**src/rtl/monit_pkg.sv**
```systemverilog
// monit_pkg: shared frame constants and FSM state types for the variable-monitor UART link.
package monit_pkg;
    localparam logic [31:0] START_WORD_DEF      = 32'h2F2F0D0A;
    localparam logic [31:0] END_WORD_DEF        = 32'h5C5C0D0A;
    localparam int          VARIABLE_LENGTH_DEF = 32;
    localparam int          BYTES_PER_WORD      = VARIABLE_LENGTH_DEF / 8;

    typedef enum logic [2:0] {
        TX_IDLE, TX_HEADER, TX_COUNT, TX_DATA, TX_TRAILER, TX_DONE
    } tx_state_t;

    typedef enum logic [1:0] {
        RX_IDLE, RX_START, RX_DATA, RX_STOP
    } rx_state_t;

    function automatic int bytes_per_word(input int variable_length);
        return variable_length / 8;
    endfunction
endpackage

```
**src/rtl/uart_tx_byte.sv**
```systemverilog
// uart_tx_byte: 8N1 serialiser; a load accepted during the last stop-bit cycle chains bytes with no idle gap.
module uart_tx_byte #(
    parameter int CLKS_PER_BIT = 868
) (
    input  logic       clk,
    input  logic       rst,
    input  logic       load,
    input  logic [7:0] data,
    output logic       tx,
    output logic       busy,
    output logic       byte_done
);
    localparam int CW = $clog2(CLKS_PER_BIT);

    logic          busy_q, busy_d;
    logic [9:0]    sh_q, sh_d;
    logic [3:0]    bit_q, bit_d;
    logic [CW-1:0] cnt_q, cnt_d;
    logic          bit_end;

    // Ones shift in behind the frame, so sh_q[0] doubles as the idle-high line.
    always_comb begin
        bit_end   = busy_q && (cnt_q == CW'(CLKS_PER_BIT - 1));
        byte_done = bit_end && (bit_q == 4'd9);
        busy_d    = byte_done ? 1'b0 : busy_q;
        sh_d      = bit_end ? {1'b1, sh_q[9:1]} : sh_q;
        bit_d     = bit_end ? bit_q + 4'd1 : bit_q;
        cnt_d     = (busy_q && !bit_end) ? cnt_q + 1'b1 : '0;
        if (load && (!busy_q || byte_done)) begin
            busy_d = 1'b1;
            sh_d   = {1'b1, data, 1'b0};
            bit_d  = 4'd0;
            cnt_d  = '0;
        end
    end

    always_ff @(posedge clk or negedge rst) begin
        if (!rst) begin
            busy_q <= 1'b0;
            sh_q   <= '1;
            bit_q  <= 4'd0;
            cnt_q  <= '0;
        end else begin
            busy_q <= busy_d;
            sh_q   <= sh_d;
            bit_q  <= bit_d;
            cnt_q  <= cnt_d;
        end
    end

    assign tx   = sh_q[0];
    assign busy = busy_q;
endmodule

```
**src/rtl/com_unit.sv**
```systemverilog
// com_unit: framed UART transmitter for the variable monitor plus an independent UART byte receiver.
// TX position registers always point at the next byte to load, so the data mux indices settle a whole byte early.
module com_unit
    import monit_pkg::*;
#(
    parameter int                         VARIABLE_LENGTH     = 32,
    parameter int                         NUMBER_OF_VARIABLES = 10,
    parameter int                         CLKS_PER_BIT        = 868,
    parameter logic [VARIABLE_LENGTH-1:0] START_WORD          = VARIABLE_LENGTH'(START_WORD_DEF),
    parameter logic [VARIABLE_LENGTH-1:0] END_WORD            = VARIABLE_LENGTH'(END_WORD_DEF)
) (
    input  logic                       clk,
    input  logic                       rst,
    input  logic                       startComm,
    input  logic [VARIABLE_LENGTH-1:0] numberOfVariables,
    input  logic [7:0]                 senderConnector,
    output logic [7:0]                 variableIndex,
    output logic [7:0]                 singleVariablePartIndex,
    output logic                       outputTx,
    output logic                       doneTx,
    input  logic                       inputRx,
    output logic [7:0]                 outputRx,
    output logic                       doneRx
);
    localparam int BPW = bytes_per_word(VARIABLE_LENGTH);
    localparam int CW  = $clog2(CLKS_PER_BIT);

    tx_state_t                state_q, state_d, ld_state;
    logic [7:0]               part_q, part_d, var_q, var_d, ld_part, tx_byte;
    logic                     fin_q, fin_d, load, tx_busy, tx_byte_done;
    logic [VARIABLE_LENGTH-1:0] count_q, count_d, ld_word;

    uart_tx_byte #(.CLKS_PER_BIT(CLKS_PER_BIT)) u_tx (
        .clk       (clk),
        .rst       (rst),
        .load      (load),
        .data      (tx_byte),
        .tx        (outputTx),
        .busy      (tx_busy),
        .byte_done (tx_byte_done)
    );

    always_comb begin
        state_d  = state_q;
        part_d   = part_q;
        var_d    = var_q;
        fin_d    = fin_q;
        count_d  = count_q;
        ld_state = (state_q == TX_IDLE) ? TX_HEADER : state_q;
        ld_part  = (state_q == TX_IDLE) ? 8'(BPW - 1) : part_q;
        ld_word  = (ld_state == TX_HEADER) ? START_WORD : (ld_state == TX_COUNT) ? count_q : END_WORD;
        tx_byte  = (ld_state == TX_DATA) ? senderConnector : 8'(ld_word >> {ld_part, 3'b000});
        load     = (state_q == TX_IDLE) ? (startComm && !tx_busy)
                                        : (state_q != TX_DONE) && tx_byte_done && !fin_q;
        if (state_q == TX_IDLE && load)
            count_d = numberOfVariables;
        if (load) begin
            if (ld_part != 8'd0) begin
                state_d = ld_state;
                part_d  = ld_part - 8'd1;
            end else begin
                part_d = 8'(BPW - 1);
                case (ld_state)
                    TX_HEADER: state_d = TX_COUNT;
                    TX_COUNT:  state_d = TX_DATA;
                    TX_DATA: begin
                        state_d = (var_q == 8'(NUMBER_OF_VARIABLES - 1)) ? TX_TRAILER : TX_DATA;
                        var_d   = (var_q == 8'(NUMBER_OF_VARIABLES - 1)) ? 8'd0 : var_q + 8'd1;
                    end
                    default: begin
                        state_d = TX_TRAILER;
                        fin_d   = 1'b1;
                    end
                endcase
            end
        end
        // Last trailer byte already loaded: wait for its stop bit to finish.
        if (state_q == TX_TRAILER && fin_q && tx_byte_done) begin
            state_d = TX_DONE;
            fin_d   = 1'b0;
        end
        if (state_q == TX_DONE) begin
            state_d = TX_IDLE;
            part_d  = 8'd0;
        end
    end

    always_ff @(posedge clk or negedge rst) begin
        if (!rst) begin
            state_q <= TX_IDLE;
            part_q  <= 8'd0;
            var_q   <= 8'd0;
            fin_q   <= 1'b0;
            count_q <= '0;
        end else begin
            state_q <= state_d;
            part_q  <= part_d;
            var_q   <= var_d;
            fin_q   <= fin_d;
            count_q <= count_d;
        end
    end

    assign doneTx                  = (state_q == TX_DONE);
    assign variableIndex           = (state_q == TX_DATA) ? var_q : 8'd0;
    assign singleVariablePartIndex = (state_q == TX_DATA) ? {part_q[4:0], 3'b000} : 8'd0;

    rx_state_t     rx_state_q, rx_state_d;
    logic          rx_s1_q, rx_s2_q, rx_done_q, rx_done_d, rx_mid, rx_full;
    logic [CW-1:0] rx_cnt_q, rx_cnt_d;
    logic [2:0]    rx_bit_q, rx_bit_d;
    logic [7:0]    rx_sh_q, rx_sh_d, rx_out_q, rx_out_d;

    always_comb begin
        rx_state_d = rx_state_q;
        rx_cnt_d   = rx_cnt_q + 1'b1;
        rx_bit_d   = rx_bit_q;
        rx_sh_d    = rx_sh_q;
        rx_out_d   = rx_out_q;
        rx_done_d  = 1'b0;
        rx_mid     = (rx_cnt_q == CW'(CLKS_PER_BIT / 2 - 1));
        rx_full    = (rx_cnt_q == CW'(CLKS_PER_BIT - 1));
        case (rx_state_q)
            RX_IDLE: begin
                rx_cnt_d   = '0;
                rx_state_d = rx_s2_q ? RX_IDLE : RX_START;
            end
            RX_START: if (rx_mid) begin
                rx_cnt_d   = '0;
                rx_bit_d   = 3'd0;
                rx_state_d = rx_s2_q ? RX_IDLE : RX_DATA;
            end
            RX_DATA: if (rx_full) begin
                rx_cnt_d   = '0;
                rx_sh_d    = {rx_s2_q, rx_sh_q[7:1]};
                rx_bit_d   = rx_bit_q + 3'd1;
                rx_state_d = (rx_bit_q == 3'd7) ? RX_STOP : RX_DATA;
            end
            default: if (rx_full) begin
                rx_cnt_d   = '0;
                rx_state_d = RX_IDLE;
                rx_out_d   = rx_s2_q ? rx_sh_q : rx_out_q;
                rx_done_d  = rx_s2_q;
            end
        endcase
    end

    always_ff @(posedge clk or negedge rst) begin
        if (!rst) begin
            rx_s1_q    <= 1'b1;
            rx_s2_q    <= 1'b1;
            rx_state_q <= RX_IDLE;
            rx_cnt_q   <= '0;
            rx_bit_q   <= 3'd0;
            rx_sh_q    <= 8'd0;
            rx_out_q   <= 8'd0;
            rx_done_q  <= 1'b0;
        end else begin
            rx_s1_q    <= inputRx;
            rx_s2_q    <= rx_s1_q;
            rx_state_q <= rx_state_d;
            rx_cnt_q   <= rx_cnt_d;
            rx_bit_q   <= rx_bit_d;
            rx_sh_q    <= rx_sh_d;
            rx_out_q   <= rx_out_d;
            rx_done_q  <= rx_done_d;
        end
    end

    assign outputRx = rx_out_q;
    assign doneRx   = rx_done_q;
endmodule

```
**config.mk**
```make
export PLATFORM = sky130hd
export DESIGN_NAME = com_unit
export DESIGN_NICKNAME = d
export VERILOG_FILES = /design/src/rtl/monit_pkg.sv /design/src/rtl/uart_tx_byte.sv /design/src/rtl/com_unit.sv
export SDC_FILE = /design/constraint.sdc
export NUM_CORES = 1
export LEC_CHECK = 0
export ABC_AREA = 0
export CAP_MARGIN = 20
export CORE_UTILIZATION = 60
export CTS_CLUSTER_SIZE = 8
export DETAILED_ROUTE_END_ITERATION = 7
export PLACE_DENSITY = 0.9
export SLEW_MARGIN = 5
export SYNTH_ARGS = -nofsm -noshare
export SYNTH_HDL_FRONTEND = slang
export SYNTH_SLANG_ARGS = --single-unit
```
**constraint.sdc**
```tcl
create_clock -name clk -period 6.18 [get_ports clk]
set_input_delay 0.927 -clock clk [delete_from_list [all_inputs] [get_ports clk]]
set_output_delay 0.927 -clock clk [all_outputs]
set_load 0.02 [all_outputs]
```
Word level (Yosys, flattened, before mapping)
Cells that the tools add are included.
W data, S select, Z words.
{"block": "totals", "elab_cells": 122, "register_bits": 111, "in_bits": 44, "output_inout_bits": 27}
{"block": "op_classes", "n_eq_ne": 19, "reduce_logical": 32, "bitwise_logic": 2, "shift": 1, "muxes": 45, "addsub": 6}
{"operator": "$mux W32", "n": 2}
{"operator": "$mux W8", "n": 8}
{"operator": "$mux W10", "n": 6}
{"operator": "$shr A32 B11 Y8", "n": 1}
{"operator": "$mux W3", "n": 8}
{"operator": "$add A10 B1 Y10 const B", "n": 2}
{"operator": "$eq A10 B10 Y1 const B", "n": 2}
{"operator": "$pmux W10 S2", "n": 1}
{"operator": "$reduce_and A3 Y1", "n": 5}
{"operator": "$mux W1", "n": 11}
{"operator": "$eq A10 B9 Y1 const B", "n": 1}
{"operator": "$logic_and A1 B1 Y1", "n": 10}
{"operator": "$reduce_bool A2 Y1", "n": 5}
{"operator": "$eq A3 B2 Y1 const B", "n": 3}
{"operator": "$eq A3 B3 Y1 const B", "n": 3}
{"operator": "$pmux W3 S3", "n": 1}
{"operator": "$add A8 B1 Y8 const B", "n": 1}
{"operator": "$eq A8 B4 Y1 const B", "n": 1}
{"operator": "$mux W2", "n": 4}
{"operator": "$mux W4", "n": 2}
{"operator": "$reduce_bool A8 Y1", "n": 1}
{"operator": "$sub A8 B1 Y8 const B", "n": 1}
{"operator": "$pmux W2 S3", "n": 1}
{"operator": "$pmux W3 S2", "n": 1}
{"operator": "17 further kinds", "n": 24}

Logic depth before layout (Yosys ltp)
{"block": "depth", "depth_word": 9, "ltp_mapped": 10, "ltp_nobuf": 7}

Modules after synthesis
A second synthesis with hierarchy kept.
{"block": "unflattened", "cells_unflattened": 573, "area_unflattened_um2": 5688.0}
{"module": "com_unit", "cells_per_inst": 467, "seq_area_each_um2": 2154.6, "area_per_inst_um2": 4456.8, "instances": 1}
{"module": "uart_tx_byte", "cells_per_inst": 106, "seq_area_each_um2": 611.8, "area_per_inst_um2": 1231.2, "instances": 1}

Worst setup path before layout
No wires, ideal clock.
{"block": "synth_path", "path_kind": "register -> output", "startpoint": "register state_q[1]", "endpoint": "output port singleVariablePartIndex[3]", "path_stages_with_launch": 7, "t_required_ps": 5253, "n_path_buf": 3, "slack_ps": 3513, "arrival_ps": 1740, "cell_sequence": "dfrtp_1 -> clkbuf_1 -> inv_1 -> nor3_1 -> clkbuf_1 -> clkbuf_1 -> and2_1"}
{"block": "synth_between", "elab_chain_len": 2}
{"element": "from (decl)", "line_no": "com_unit.sv:28", "text": "tx_state_t state_q, state_d, ld_state;"}
{"element": "from (signal assigned)", "line_no": "com_unit.sv:96", "text": "state_q <= state_d;"}
{"element": "$eq A3 B2 Y1", "line_no": "com_unit.sv:106", "text": "assign singleVariablePartIndex = (state_q == TX_DATA) ? {part_q[4:0], 3'b000} : 8'd0;"}
{"element": "$mux W8", "line_no": "com_unit.sv:106"}
{"element": "to (decl)", "line_no": "com_unit.sv:18", "text": "output logic [7:0] singleVariablePartIndex,"}
Every way passes these cells.

Final worst setup path
{"block": "layout_path", "startpoint": "register state_q[0]", "endpoint": "output port singleVariablePartIndex[5]"}
The elaborated chain is that of the path after synthesis.

==> qor.csv <==
stage;metric;value;unit
clock_tree;Worst-path clk slew;110;ps
setup_path;setup slack, reg-to-reg;2810;ps
timing;Setup Viol. Count Final;0;
detailed_routing;DRC;10;
hold_path;Worst Hold Path Cells;0;
synthesis;Post-Syn Area;5480;um^2
power_and_ir_drop;Tot Pwr;1.19;mW
clock_tree;CTS tree;done;
timing;Period minus WS final;3670;ps
detailed_routing;ANT nets after route;0;
timing;Slew Limit Fails;0;
global_route;number of global-route vias before repair;4056;
die;Starting Density;62.3;%
detailed_routing;Vias/cell;6.08;
timing;Worst Skew;13.6;ps
global_route;GRT Util Overall;25.7;%
clock_tree;worst skew pair latency;380;ps
synthesis;Cells after Synth;503;
global_route;largest net degree at the start of global routing;83;
synthesis;EDFF count, synth;0;
timing;worst slew pin tran;1080;ps
timing;setup total negative slack;0;ps
setup_path;CP endpoint;singleVariablePartIndex[5];
setup_path;CP Depth;5;
power_and_ir_drop;Max IR drop VDD;0.120;mV
global_route;total global routing overflow;0;
global_route;first-pass GRT wire length;19500;um
detailed_routing;Pre-antenna DRT Iters;7;
setup_path;crit-path cells;inv_1 > nor3_2 > buf_4 > and2_1 > clkdlybuf4s50_1;
global_route;number of antenna violations at the first check in global routing;0;
setup_path;reg2reg start;state_q[2];
die;Ports;71;
detailed_routing;drt wl/cell;17.0;um
timing;Final Hold Vio Count;0;
setup_path;Crit path required time;5250;ps
clock_tree;number of buffers created by CTS;9;
clock_tree;CTS resizes;0;
synthesis;share of flip-flops with an asynchronous set or reset;100;%
final_layout;share of cells above drive strength 1;17.1;%
setup_path;CP delay by family, top;buffers and inverters;
flow_run;maxcap violations;0;
die;Cell Rows;34;
setup_path;Worst EP arrival;2740;ps
detailed_routing;drt total wl;11400;um
synthesis;Avg Inst Size Synth;10.9;um^2
synthesis;Yosys reg bits;110;
die;die height;97.6;um
die;area of the core;8810;um^2
final_layout;Reg area;2770;um^2
clock_tree;# Post-CTS Setup Buffers;0;
final_layout;fin util;72.8;%
place;Detailed Place HPWL;8110;um
setup_path;R2R depth;6;
final_layout;ANT cells;0;
place;GPL Wtd Cong;0.883;
outcome;failing checks;design-rule violations;
setup_path;Setup CP Type;register to primary output;
setup_path;Crit Path Max Fanout;13;
timing;RSZ-0062 raised after global routing;no;
setup_path;Max stage delay on crit path;600;ps
hold_path;hold crit path type;register to register;
power_and_ir_drop;power density of the placed cells;186;nW/um^2
place;port bufs;67;
setup_path;capturing point of the worst reg2reg path;var_q[6];
synthesis;Yosys Warn Count;0;
synthesis;sequential-to-total area share from yosys stat;50.4;%
final_layout;Filler Cells Inserted;594;
detailed_routing;Starting DRT DRC Count;306;
setup_path;worst setup path startpoint;state_q[0];
timing;max_slew headroom;27.7;%
die;die area;9530;um^2
setup_path;Worst path slowest cell;clkdlybuf4s50_1;
synthesis;Most used DFF post-synth;dfrtp_1;
setup_path;Setup crit start kind;register;
final_layout;area of the multi-input gates;2510;um^2
detailed_routing;vias;4078;
clock_tree;hold_buf cts;0;
clock_tree;CTS H-tree depth;3;
setup_path;CP bufs+invs;3;
synthesis;Netlist cell types;62;
setup_path;type of destination of the critical path;primary output;
clock_tree;Longest Clk Path Bufs;2;
die;Die W;97.6;um
final_layout;post-layout net count;612;
power_and_ir_drop;static leakage;2.81;nW
timing;Highest Clock Rate;273;MHz
clock_tree;clock root buffer;clkbuf_8;
clock_tree;clk sink count;110;
timing;final period utilization;59.3;%
final_layout;area delta synth->final;16.9;%
outcome;status;complete, but fails checks;
==> layer usage <==
metal / wire, um / GRT usage [%] / vias to the layer above / part of all wire [%]
li1: - / - / 1921 / -
met1: 4900 / 33.5 / 2007 / 43
met2: 5690 / 41.7 / 128 / 50
met3: 535 / 5.18 / 22 / 4.7
met4: 270 / 11.8 / 0 / 2.4
met5: 0 / 0 / - / 0
==> synthesized netlist by cell type (3+ instances only) <==
library cell  number  share of area, %
dfrtp_1           99                45
mux2_2            54                11
nor2_1            49               3.4
clkbuf_1          21               1.4
inv_1             21               1.4
a21oi_1           18               1.6
mux2i_1           17               3.1
nand2_1           17               1.2
nand3_1           15               1.4
nor3_1            14               1.3
xnor2_1           14               2.2
dfstp_2           11               5.3
o21ai_0           11               1.0
and2_1            10               1.1
ha_1              10               2.3
xor2_1             8               1.3
nor4_1             7              0.80
a22oi_1            6              0.82
nand4_1            6              0.68
o31ai_1            6              0.82
a221oi_1           5              0.80
o22ai_1            5              0.57
or3_1              5              0.57
a31oi_1            4              0.46
and3_1             4              0.46
buf_2              4              0.37
nor2b_1            4              0.46
o311ai_0           4              0.64
a211oi_1           3              0.41
buf_4              3              0.41
o21a_1             3              0.41
o2bb2ai_1          3              0.48
o32ai_1            3              0.48
or4_1              3              0.41
==> through the flow <==
step / hold slack (ps) / cells / instance area [um^2] / worst slack, ps
final: 366 / 671 / 6410 / 2510
after global routing: 368 / 671 / 6410 / 2410
after CTS: 366 / 670 / 6380 / 2550
after detailed placement: 349 / 654 / 6190 / 2890
after global placement: 346 / 654 / 6190 / 3010
after floorplan: 345 / 505 / 5490 / 3510
==> worst reg2reg max path: cells and delay by family, from the launching register on <==
family                 cells  cell delay [ps]
and+or+nand+nor            3             1640
AOI/OAI and AO/OA          2              760
DFF                        1              550
buffers and inverters      1              310
==> worst min path at each step <==
stage                        from      end  slack (ps)
final                     rx_s1_q  rx_s2_q         370
after global routing      rx_s1_q  rx_s2_q         370
after CTS                 rx_s1_q  rx_s2_q         370
after detailed placement  rx_s1_q  rx_s2_q         350
after global placement    rx_s1_q  rx_s2_q         350
after floorplan           rx_s1_q  rx_s2_q         350
==> state kept, by name (all words and copies together) (netlist names) <==
name	count
count_q	32
rx_cnt_q	10
u_tx.cnt_q	10
u_tx.sh_q	9
outputRx	8
part_q	8
rx_sh_q	8
var_q	8
u_tx.bit_q	4
rx_bit_q	3
state_q	3
rx_state_q	2
doneRx	1
fin_q	1
rx_s1_q	1
rx_s2_q	1
u_tx.busy	1
==> layout by cell type, fill, tap and decap left out, drive strengths merged, types with 4 or more instances in the layout <==
master / n
and2: 10
a21oi: 18
o31ai: 6
nand2: 17
a22oi: 6
nor3: 14
a221oi: 5
nand3: 15
dfrtp: 99
buf: 6
clkdlybuf4s50: 66
nor2b: 4
mux2: 54
nor4: 7
dfstp: 11
inv: 24
a31oi: 4
or3: 6
xnor2: 14
mux2i: 17
ha: 10
o21ai: 12
and3: 4
nor2: 50
nand4: 6
clkbuf: 10
xor2: 8
o311ai: 4
o22ai: 5
==> power by group <==
group | switching (mW) | internal (mW) | total (mW)
Combinational | 0.0202 | 0.0261 | 0.0464
Clock | 0.265 | 0.158 | 0.423
Sequential | 0.000387 | 0.721 | 0.721
Total | 0.285 | 0.905 | 1.19
==> cell type report <==
type / instances / share of cell area, %
Clock inverter: 6 / 0.995
Tap cell: 108 / 2.11
Multi-Input combinational cell: 344 / 39.2
Sequential cell: 110 / 43.1
Clock buffer: 10 / 1.99
Inverter: 21 / 1.23
Timing Repair Buffer: 72 / 11.3
==> kinds of logic after synthesis <==
| kind of cell | after synthesis | share of synthesized area (%) |
|---|---|---|
| adders and majority gates | 10 | 2.28 |
| AOI/OAI and AO/OA | 87 | 11.1 |
| xor gates and xnor gates | 22 | 3.51 |
| muxes | 72 | 14.6 |
| DFF | 110 | 50.4 |
| other | 1 | 0.0684 |
| and+or+nand+nor | 150 | 14.1 |
| buffers and inverters | 51 | 3.92 |
(Power assumes the default switching activity.)
